$ cat src/rtl/vm_pkg.sv
// Shared types and constants for the vending-machine change dispenser.
// Coin values are kept in won to match the machine's 16-bit credit encoding.
package vm_pkg;

    typedef enum logic [2:0] {
        ST_IDLE    = 3'd0,
        ST_CHECK   = 3'd1,
        ST_SEL     = 3'd2,
        ST_PAY1000 = 3'd3,
        ST_PAY500  = 3'd4,
        ST_DONE    = 3'd5,
        ST_ERR     = 3'd6
    } state_t;

    localparam logic [1:0] ERR_NONE    = 2'b00;
    localparam logic [1:0] ERR_AMOUNT  = 2'b01;
    localparam logic [1:0] ERR_COINS   = 2'b10;
    localparam logic [1:0] ERR_TIMEOUT = 2'b11;

    localparam logic [15:0] COIN_500_WON  = 16'd500;
    localparam logic [15:0] COIN_1000_WON = 16'd1000;

    localparam logic [4:0] MAX_AMOUNT_U = 5'd10;

    // Owed amounts travel in 500-won units; this maps a coin value onto that unit.
    function automatic logic [4:0] won_to_units(input logic [15:0] won);
        return 5'(won / COIN_500_WON);
    endfunction

endpackage

$ cat src/rtl/vm_coin_counter.sv
// 8-bit saturating inventory counter for one coin denomination.
// Simultaneous increment and decrement cancel out.
module vm_coin_counter
#(
    parameter logic [7:0] INIT_COUNT = 8'd10
) (
    input  logic       clk,
    input  logic       reset,
    input  logic       i_inc,
    input  logic       i_dec,
    output logic [7:0] o_count
);
    logic [7:0] r_count;

    always_ff @(posedge clk or posedge reset) begin
        if (reset) begin
            r_count <= INIT_COUNT;
        end else if (i_inc && !i_dec) begin
            if (r_count != 8'hFF) r_count <= r_count + 8'd1;
        end else if (i_dec && !i_inc) begin
            if (r_count != 8'h00) r_count <= r_count - 8'd1;
        end
    end

    assign o_count = r_count;

endmodule

$ cat src/rtl/vm_change_dispenser.sv
// Pays owed 500-won units with 1000/500 coins through a one-coin hopper handshake.
// Flow: IDLE -> CHECK -> SEL <-> PAY1000/PAY500 -> DONE; any failure exits through ERR.
module vm_change_dispenser
    import vm_pkg::*;
#(
    parameter logic [7:0] INIT_COUNT = 8'd10,
    parameter logic [7:0] TIMEOUT    = 8'd255
) (
    input  logic       clk,
    input  logic       reset,
    input  logic       start,
    input  logic [4:0] amount_u,
    input  logic       hop_ack,
    input  logic       refill_1000,
    input  logic       refill_500,
    output logic       change_1000,
    output logic       change_500,
    output logic       busy,
    output logic       done,
    output logic       err,
    output logic [1:0] err_code,
    output logic [4:0] rem_u,
    output logic [7:0] cnt_1000,
    output logic [7:0] cnt_500
);
    localparam logic [4:0] UNITS_1000 = won_to_units(COIN_1000_WON);
    localparam logic [4:0] UNITS_500  = won_to_units(COIN_500_WON);

    state_t     r_state;
    state_t     w_state_nxt;
    logic [4:0] r_rem_u;
    logic [7:0] r_wait;
    logic [7:0] w_wait_nxt;
    logic [1:0] r_err_code;
    logic [1:0] w_err_code_nxt;
    logic       r_change_1000;
    logic       r_change_500;
    logic       r_busy;
    logic       r_done;
    logic       r_err;
    logic       w_in_pay;
    logic       w_ack_1000;
    logic       w_ack_500;
    logic       w_timeout;
    logic [7:0] w_half;
    logic [7:0] w_n1000;
    logic [7:0] w_need500;

    assign w_in_pay   = (r_state == ST_PAY1000) || (r_state == ST_PAY500);
    assign w_ack_1000 = (r_state == ST_PAY1000) && hop_ack;
    assign w_ack_500  = (r_state == ST_PAY500) && hop_ack;
    assign w_wait_nxt = r_wait + 8'd1;
    assign w_timeout  = w_in_pay && !hop_ack && (w_wait_nxt == TIMEOUT);

    // Greedy split: as many 1000s as are owed and stocked, the rest in 500s.
    assign w_half    = {4'b0000, r_rem_u[4:1]};
    assign w_n1000   = (w_half < cnt_1000) ? w_half : cnt_1000;
    assign w_need500 = {3'b000, r_rem_u} - {w_n1000[6:0], 1'b0};

    vm_coin_counter #(.INIT_COUNT(INIT_COUNT)) u_cnt_1000 (
        .clk     (clk),
        .reset   (reset),
        .i_inc   (refill_1000),
        .i_dec   (w_ack_1000),
        .o_count (cnt_1000)
    );

    vm_coin_counter #(.INIT_COUNT(INIT_COUNT)) u_cnt_500 (
        .clk     (clk),
        .reset   (reset),
        .i_inc   (refill_500),
        .i_dec   (w_ack_500),
        .o_count (cnt_500)
    );

    always_ff @(posedge clk or posedge reset) begin
        if (reset) r_state <= ST_IDLE;
        else       r_state <= w_state_nxt;
    end

    always_comb begin
        w_state_nxt    = r_state;
        w_err_code_nxt = r_err_code;
        case (r_state)
            ST_IDLE: begin
                if (start) begin
                    w_state_nxt    = ST_CHECK;
                    w_err_code_nxt = ERR_NONE;
                end
            end
            ST_CHECK: begin
                if (r_rem_u > MAX_AMOUNT_U) begin
                    w_state_nxt    = ST_ERR;
                    w_err_code_nxt = ERR_AMOUNT;
                end else if (w_need500 > cnt_500) begin
                    w_state_nxt    = ST_ERR;
                    w_err_code_nxt = ERR_COINS;
                end else if (r_rem_u == 5'd0) begin
                    // Nothing owed: skip SEL so done lands two cycles after start.
                    w_state_nxt = ST_DONE;
                end else begin
                    w_state_nxt = ST_SEL;
                end
            end
            ST_SEL: begin
                if (r_rem_u == 5'd0)                               w_state_nxt = ST_DONE;
                else if ((r_rem_u >= UNITS_1000) && (cnt_1000 != 8'd0)) w_state_nxt = ST_PAY1000;
                else                                               w_state_nxt = ST_PAY500;
            end
            ST_PAY1000, ST_PAY500: begin
                if (hop_ack) begin
                    w_state_nxt = ST_SEL;
                end else if (w_timeout) begin
                    w_state_nxt    = ST_ERR;
                    w_err_code_nxt = ERR_TIMEOUT;
                end
            end
            ST_DONE, ST_ERR: w_state_nxt = ST_IDLE;
            default:         w_state_nxt = ST_IDLE;
        endcase
    end

    always_ff @(posedge clk or posedge reset) begin
        if (reset) begin
            r_rem_u       <= 5'd0;
            r_wait        <= 8'd0;
            r_err_code    <= ERR_NONE;
            r_change_1000 <= 1'b0;
            r_change_500  <= 1'b0;
            r_busy        <= 1'b0;
            r_done        <= 1'b0;
            r_err         <= 1'b0;
        end else begin
            r_err_code    <= w_err_code_nxt;
            r_change_1000 <= (w_state_nxt == ST_PAY1000);
            r_change_500  <= (w_state_nxt == ST_PAY500);
            r_busy        <= (w_state_nxt != ST_IDLE);
            r_done        <= (w_state_nxt == ST_DONE);
            r_err         <= (w_state_nxt == ST_ERR);
            if ((r_state == ST_IDLE) && start) r_rem_u <= amount_u;
            else if (w_ack_1000)               r_rem_u <= r_rem_u - UNITS_1000;
            else if (w_ack_500)                r_rem_u <= r_rem_u - UNITS_500;
            r_wait <= w_in_pay ? w_wait_nxt : 8'd0;
        end
    end

    assign change_1000 = r_change_1000;
    assign change_500  = r_change_500;
    assign busy        = r_busy;
    assign done        = r_done;
    assign err         = r_err;
    assign err_code    = r_err_code;
    assign rem_u       = r_rem_u;

endmodule

$ cat config.mk
export PLATFORM = sky130hd
export DESIGN_NAME = vm_change_dispenser
export DESIGN_NICKNAME = d
export VERILOG_FILES = /design/src/rtl/vm_pkg.sv /design/src/rtl/vm_coin_counter.sv /design/src/rtl/vm_change_dispenser.sv
export SDC_FILE = /design/constraint.sdc
export NUM_CORES = 1
export LEC_CHECK = 0
export BUFFER_PORTS_ARGS = -buffer_cell sky130_fd_sc_hd__buf_2
export CORE_ASPECT_RATIO = 1.2
export CORE_MARGIN = 2
export CORE_UTILIZATION = 53
export DETAILED_ROUTE_END_ITERATION = 7
export GPL_ROUTABILITY_DRIVEN = 0
export PLACE_DENSITY = 0.88
export SETUP_SLACK_MARGIN = 0.15
export SLEW_MARGIN = 20
export SYNTH_ARGS = -nofsm -noshare
export SYNTH_HDL_FRONTEND = slang
export SYNTH_SLANG_ARGS = --single-unit
$ cat constraint.sdc
create_clock -name clk -period 4.3 [get_ports clk]
set_input_delay 0.645 -clock clk [delete_from_list [all_inputs] [get_ports clk]]
set_output_delay 0.645 -clock clk [all_outputs]
set_load 0.02 [all_outputs]
==> results of run 1 <==
==> per-stage QoR <==
step | setup TNS [ns] | utilization (%) | hold WS (ns) | cells | worst slack (ns)
6_report | -0.155 | 69.0 | 0.454 | 447 | -0.0733
5_1_grt | -0.962 | 69.0 | 0.483 | 447 | -0.188
4_1_cts | 0 | 67.4 | 0.473 | 442 | 0.0601
3_5_place_dp | -0.0545 | 62.5 | 0.515 | 422 | -0.0545
3_3_place_gp | 0 | 62.5 | 0.500 | 422 | 0.115
2_1_floorplan | 0 | - | 0.467 | 316 | 0.141
==> final timing paths <==
check / to / cells after the start
hold / removal: err_code[0] / 3
setup / recovery: busy / 19
max in group asynchronous: u_cnt_1000.o_count[3] / 3
hold reg to reg: r_wait[0] / 1
min in group clk: r_wait[0] / 1
setup reg to reg: busy / 19
==> final cells by class <==
class,count,area share (%)
clock buffer,5,1.87
inverter,23,2.35
multi-input combinational,251,54.5
timing repair buffer,64,10.7
clock inverter,3,1.84
sequential,39,26.7
tap,62,2.11
==> cell usage after synthesis, types with 2 or more instances <==
cell type  instances
and2_2             2
nand2b_1           5
or3_1              3
nor4_1             2
inv_1             23
nor2_1            24
nand2_1           21
mux2_2             6
dfrtp_1           35
a31oi_1            3
or4_4              2
nor3b_1            4
fa_1               3
a21oi_1           23
o21bai_1           4
o41ai_1            2
or2_2              3
and2_1             2
or3b_1             2
xnor2_1           12
nand3_1            8
mux2i_1            8
nor2b_1            5
dfstp_2            4
a211oi_1           4
o21ai_0           15
xor2_1            13
o211ai_1           5
a211o_1            3
and3_1             2
clkbuf_1           2
a21o_1             5
nor3_1             4
a2111oi_0          2
nand4_1            6
ha_1              34
==> flip-flops by register name, indices dropped and copies added, names as in the netlist <==
signal and flops:
err_code 2, rem_u 5, r_wait 8, done 1, err 1, busy 1
r_state 3, change_500 1, change_1000 1, u_cnt_500.o_count 8, u_cnt_1000.o_count 8
==> worst max-delay path, delay by kind of cell (launching register included) <==
kind / cells / cell delay, ns
simple gates: 5 / 1.18
compound gates: 7 / 1.10
fa+ha+maj: 4 / 1.00
flops: 1 / 0.54
mux: 1 / 0.31
buf+inv: 2 / 0.11
==> metal layers <==
metal	global-route usage, %	vias up	share of wire (%)
met3	4.82	15	3.7
li1	-	1276	-
met1	29.3	1295	40
met2	47.6	75	54
met4	10.1	0	2.2
met5	0	-	0
==> logic make-up (layout without fill, tap and decap cells) <==
| logic type | count (synthesis) | count (layout) | share of synthesized area, % |
|---|---|---|---|
| adders and majority gates | 37 | 37 | 16.4 |
| and+or+nand+nor | 101 | 101 | 18.3 |
| AOI/OAI and AO/OA | 74 | 74 | 16.3 |
| muxes | 14 | 14 | 5.00 |
| buffers and inverters | 26 | 95 | 3.35 |
| DFF | 39 | 39 | 33.2 |
| xor gates and xnor gates | 25 | 25 | 7.41 |
==> what timing repair did <==
action	in CTS	in global routing
pin swaps	7	8
gates resized for setup	8	6
setup endpoints to repair	5	9
setup buffers	12	5
==> cells in the final DEF (no fill, tap or decap), drive strengths merged, types with 6 or more instances in the layout <==
cell type and n:
nand2 21, xor2 13, nand4 6, inv 23, a21o 6, ha 34
buf 64, a21oi 23, o21ai 15, mux2 6, nand3 8, nor2 24
dfrtp 35, mux2i 8, xnor2 12
==> impl_metrics.py, run 1 <==
metrics = {
    "min_path": {
        "worstHoldPathType": "in -> async",
    },
    "cts": {
        "clock-sinks": 39,
        "cts_tree": "built",
        "numCtsBuffers": 5,
        "cts_buffer_depth": 2,
        "htree_num_levels": 2,
        "clkSlewWorstSetupHoldPaths_ns": 0.08,
        "clockRootBuffer": "clkbuf_8",
        "cts_hold_buf": 0,
        "clk_latency_ns": 0.30,
    },
    "placement": {
        "portBuffers": 38,
        "dp.final_hpwl_mm": 5.09,
        "place_area_mm2": 0.00333,
    },
    "grt": {
        "track_usage_pct": 26.0,
        "first_global_vias": 2701,
        "grt_max_degree": 40,
        "antenna_found_initial": 0,
        "grt_pass1_wl_mm": 12.6,
        "globalRouteOverflowTotal": 0,
    },
    "setup_path": {
        "start_kind": "flip-flop",
        "critPathCaptureType": "flip-flop",
        "cp_common_cell": "a21o_1",
        "slowest_delay_ns": 0.54,
        "cp.arrival_ns": 4.55,
        "path_cells": "inv_2 -> ha_4 -> a21o_1 -> a21o_1 -> a21oi_2 -> nor2_4 -> mux2_4 -> ha_4 -> fa_2 -> inv_1 -> a21o_1 -> a21oi_1 -> ha_1 -> nand4_1 -> or2_4 -> and2_4 -> a211oi_4 -> o2111ai_4 -> or3b_1",
        "crit_start": "u_cnt_1000.o_count[1]",
        "required_ns": 4.48,
        "slowest_stage": "dfstp_2",
        "crit_type": "reg -> reg",
        "critPathMaxFanout": 4,
        "r2r_setup_slack_ns": -0.07,
        "r2r-start": "u_cnt_1000.o_count[1]",
    },
    "floorplan": {
        "num_rows": 29,
        "die_h_um": 85.8,
        "dieWidth_um": 72.2,
        "coreArea_mm2": 0.00533,
        "dieArea_mm2": 0.00619,
        "start_util_pct": 55.4,
        "io_pins": 39,
    },
    "routing": {
        "avgViaCountPerCell": 5.95,
        "post_drt_wl_per_cell_um": 17.1,
        "via_count": 2661,
        "finalWirelength_mm": 7.64,
        "drt-initial-drc-count": 154,
        "antenna_violating_nets_post_route": 0,
        "drc": 0,
        "firstDrtPassIters": 4,
    },
    "synth": {
        "avgSynthCellArea_um2": 9.35,
        "synthTopCellsByArea": "dfrtp_1, ha_1, a21oi_1",
        "synth_top_cell_area_share_pct": 29.6,
        "synth_top_cell_by_area": "dfrtp_1",
        "ys.flop_type": "dfrtp_1",
        "ys_types": 51,
        "postSynthNetCount": 364,
        "synth-edff-count": 0,
        "yosysSeqAreaShare_pct": 33.2,
        "async_reset_ff_share_pct": 100,
        "yosys_warnings": 0,
        "ys_ff_latch": 39,
        "netlist_area_mm2": 0.00295,
        "synthCells": 316,
    },
    "final_layout": {
        "multi_input_area_mm2": 0.00201,
        "drive_gt1_share_pct": 28.6,
        "n_antenna_cell": 0,
        "fill_cells": 398,
        "postLayoutCellArea_mm2": 0.00368,
        "seq_area_um2": 981,
        "syn2layout_area_growth_pct": 24.6,
        "layout.nets": 432,
    },
    "sta": {
        "fin_crit_sh_pct": 102,
        "slew_headroom_pct": 53.5,
        "finalHoldViolations": 0,
        "maxSlewViolCount": 0,
        "fmax_mhz": 229,
        "setup_viol": 4,
        "fin_worst_skew_ns": 0.00576,
        "fin_ws_ns": -0.0733,
        "worst_pin_slew_ns": 0.695,
        "final.min_clock_period_ns": 4.37,
        "grt_setup_unrepaired": "true",
    },
    "run": {
        "maxCapViolCount": 0,
    },
    "run_status": {
        "violations": "negative setup slack",
        "status": "complete, but fails checks",
    },
}
Power of run 1 is not shown: default switching activity piles up to over one toggle a cycle in this logic, so the estimate is an artifact.
==> run 2: changes to the inputs <==
Settings changed: ABC_AREA set to 1.
==> impl_metrics.py, run 2 <==
metrics = {
    "floorplan": {
        "die_h_um": 88.7,
        "dieWidth_um": 74.6,
        "dieArea_mm2": 0.00662,
        "coreArea_mm2": 0.00571,
        "start_util_pct": 55.6,
        "io_pins": 39,
        "num_rows": 30,
    },
    "final_layout": {
        "fill_cells": 522,
        "multi_input_area_mm2": 0.00196,
        "syn2layout_area_growth_pct": 12.1,
        "drive_gt1_share_pct": 18.6,
        "layout.nets": 499,
        "seq_area_um2": 981,
        "n_antenna_cell": 0,
        "layout_commonest_cell": "nand2_1",
        "layout_common_cells": "nand2_1, inv_1, buf_2",
    },
    "sta": {
        "final.setup.tns_ns": 0,
        "setup_viol": 0,
        "fmax_mhz": 263,
        "grt_setup_unrepaired": "false",
        "slew_headroom_pct": 66.5,
        "finalHoldViolations": 0,
        "fin_worst_skew_ns": 0.00188,
        "fin_crit_sh_pct": 88.3,
        "maxSlewViolCount": 0,
        "holdWs_ns": 0.459,
        "final.min_clock_period_ns": 3.80,
        "worst_pin_slew_ns": 0.503,
    },
    "power": {
        "power_mw": 3.10,
        "vdd_ir_drop_max_v": 0.000540,
        "power_density_mw_per_mm2": 873,
        "p_leak_nw": 1.81,
    },
    "synth": {
        "synth_top_cell_by_area": "dfrtp_1",
        "async_reset_ff_share_pct": 100,
        "synth-edff-count": 0,
        "ys_ff_latch": 39,
        "synth_common_cells": "nand2_1, inv_1, dfrtp_1",
        "yosysSeqAreaShare_pct": 30.9,
        "netlist_area_mm2": 0.00317,
        "synthCells": 405,
        "yosys_warnings": 0,
        "postSynthNetCount": 453,
        "avgSynthCellArea_um2": 7.83,
        "ys_types": 42,
        "synthTopCellsByArea": "dfrtp_1, ha_1, nand2_1",
        "ys.flop_type": "dfrtp_1",
        "synth_top_cell_area_share_pct": 27.6,
        "yosysMostFrequentCell": "nand2_1",
    },
    "cts": {
        "cts_tree": "built",
        "htree_num_levels": 2,
        "clk_latency_ns": 0.30,
        "cts_buffer_depth": 2,
        "clockRootBuffer": "clkbuf_8",
        "numCtsBuffers": 5,
        "clock-sinks": 39,
        "clkSlewWorstSetupHoldPaths_ns": 0.08,
    },
    "grt": {
        "globalRouteOverflowTotal": 0,
        "grt_max_degree": 40,
        "antenna_found_initial": 0,
        "grt_pass1_wl_mm": 12.0,
        "track_usage_pct": 23.2,
        "first_global_vias": 2766,
    },
    "routing": {
        "firstDrtPassIters": 4,
        "route.met3.wl_um": 291,
        "avgViaCountPerCell": 5.45,
        "drt-initial-drc-count": 155,
        "drc": 0,
        "post_drt_wl_per_cell_um": 13.2,
        "wl_met2_mm": 3.54,
        "via_count": 2900,
        "routed.top_layer": "met4",
        "finalWirelength_mm": 7.04,
        "antenna_violating_nets_post_route": 0,
        "wl_met1_mm": 3.03,
    },
    "setup_path": {
        "critPathMaxFanout": 8,
        "critPathCaptureType": "flip-flop",
        "start_kind": "flip-flop",
        "cp.arrival_ns": 3.99,
        "crit_type": "reg -> reg",
        "required_ns": 4.50,
        "r2r_setup_slack_ns": 0.50,
    },
    "placement": {
        "dp.final_hpwl_mm": 5.32,
        "portBuffers": 38,
    },
    "min_path": {
        "worstHoldPathType": "in -> async",
    },
    "run_status": {
        "status": "completed",
    },
    "run": {
        "maxCapViolCount": 0,
    },
}
[run 2: cell count changes after synthesis, moves of 6 or more]
cell and change:
o21ai_0 +9, inv_1 +32, mux2i_1 -8, nand2_1 +63
nand2_2 +6, nand3_1 +15, nand4_1 +6, xnor2_1 -8
mux2_2 -6
[run 2: worst paths after layout]
check / start / end / cells past startpoint
hold reg to reg: err_code[0] / err_code[0] / 2
setup / recovery: u_cnt_1000.o_count[1] / busy / 21
max in group asynchronous: reset / u_cnt_1000.o_count[1] / 3
setup reg to reg: u_cnt_1000.o_count[1] / busy / 21
min in group clk: err_code[0] / err_code[0] / 2
hold / removal: reset / err_code[0] / 3
[run 2: final cells by class]
cell class                 count  share of cell area (%)
clock inverter                 2                   0.352
sequential                    39                    27.6
multi-input combinational    306                    55.1
clock buffer                   6                    2.04
tap                           80                    2.82
timing repair buffer          41                    5.98
inverter                      58                    6.12
[run 2: routing by layer]
layer  vias to the layer above  GRT usage, %
met5                         -             0
met4                         0          8.77
met3                        14          4.44
met2                        73          42.0
met1                      1364          26.8
li1                       1449             -
[run 2: critical path, cell delays in order (launching register included)]
cell      delay (ns)
dfstp_2         0.57
inv_1           0.09
ha_1            0.27
a21boi_1        0.17
o211ai_1        0.10
a21o_1          0.26
nand2_1         0.08
o21ai_0         0.08
ha_1            0.22
fa_1            0.42
nor2_1          0.16
a211oi_1        0.07
ha_1            0.29
a21oi_1         0.17
o21a_1          0.14
nand2_1         0.06
nand2_2         0.09
nand2_1         0.06
nand2_1         0.09
nand3_2         0.12
nor2_1          0.11
nand2_1         0.05
[run 2: through the flow]
step	cells	worst slack, ns	utilization [%]	instance area [um2]
4_1_cts	530	0.398	62.0	3540
6_report	532	0.503	62.3	3550
3_3_place_gp	522	0.668	60.5	3450
3_5_place_dp	522	0.494	60.5	3450
5_1_grt	532	0.166	62.3	3550
2_1_floorplan	405	0.763	-	3170
[run 2: cell families (layout without fill, tap and decap cells)]
group / after synthesis / count (layout) / synth area share, %
XOR/XNOR: 17 / 17 / 4.70
adder cells (fa/ha/maj): 37 / 37 / 15.3
AND/OR/NAND/NOR: 178 / 178 / 27.3
AO/OA/AOI/OAI: 74 / 74 / 14.3
buffers and inverters: 60 / 107 / 7.38
flip-flops: 39 / 39 / 30.9
[run 2: repair_timing]
action	in CTS	in global routing
endpoints found under the hold margin	0	0
hold buffers	0	0
setup buffers	0	2
resized for setup	0	3
setup endpoints to repair	0	7
[run 2: report_power, final]
part | total (mW) | internal, mW | switching [mW]
clock network | 0.250 | 0.113 | 0.137
logic | 2.13 | 0.825 | 1.30
registers | 0.722 | 0.526 | 0.196
No activity file was read; power rests on OpenSTA's default activity.
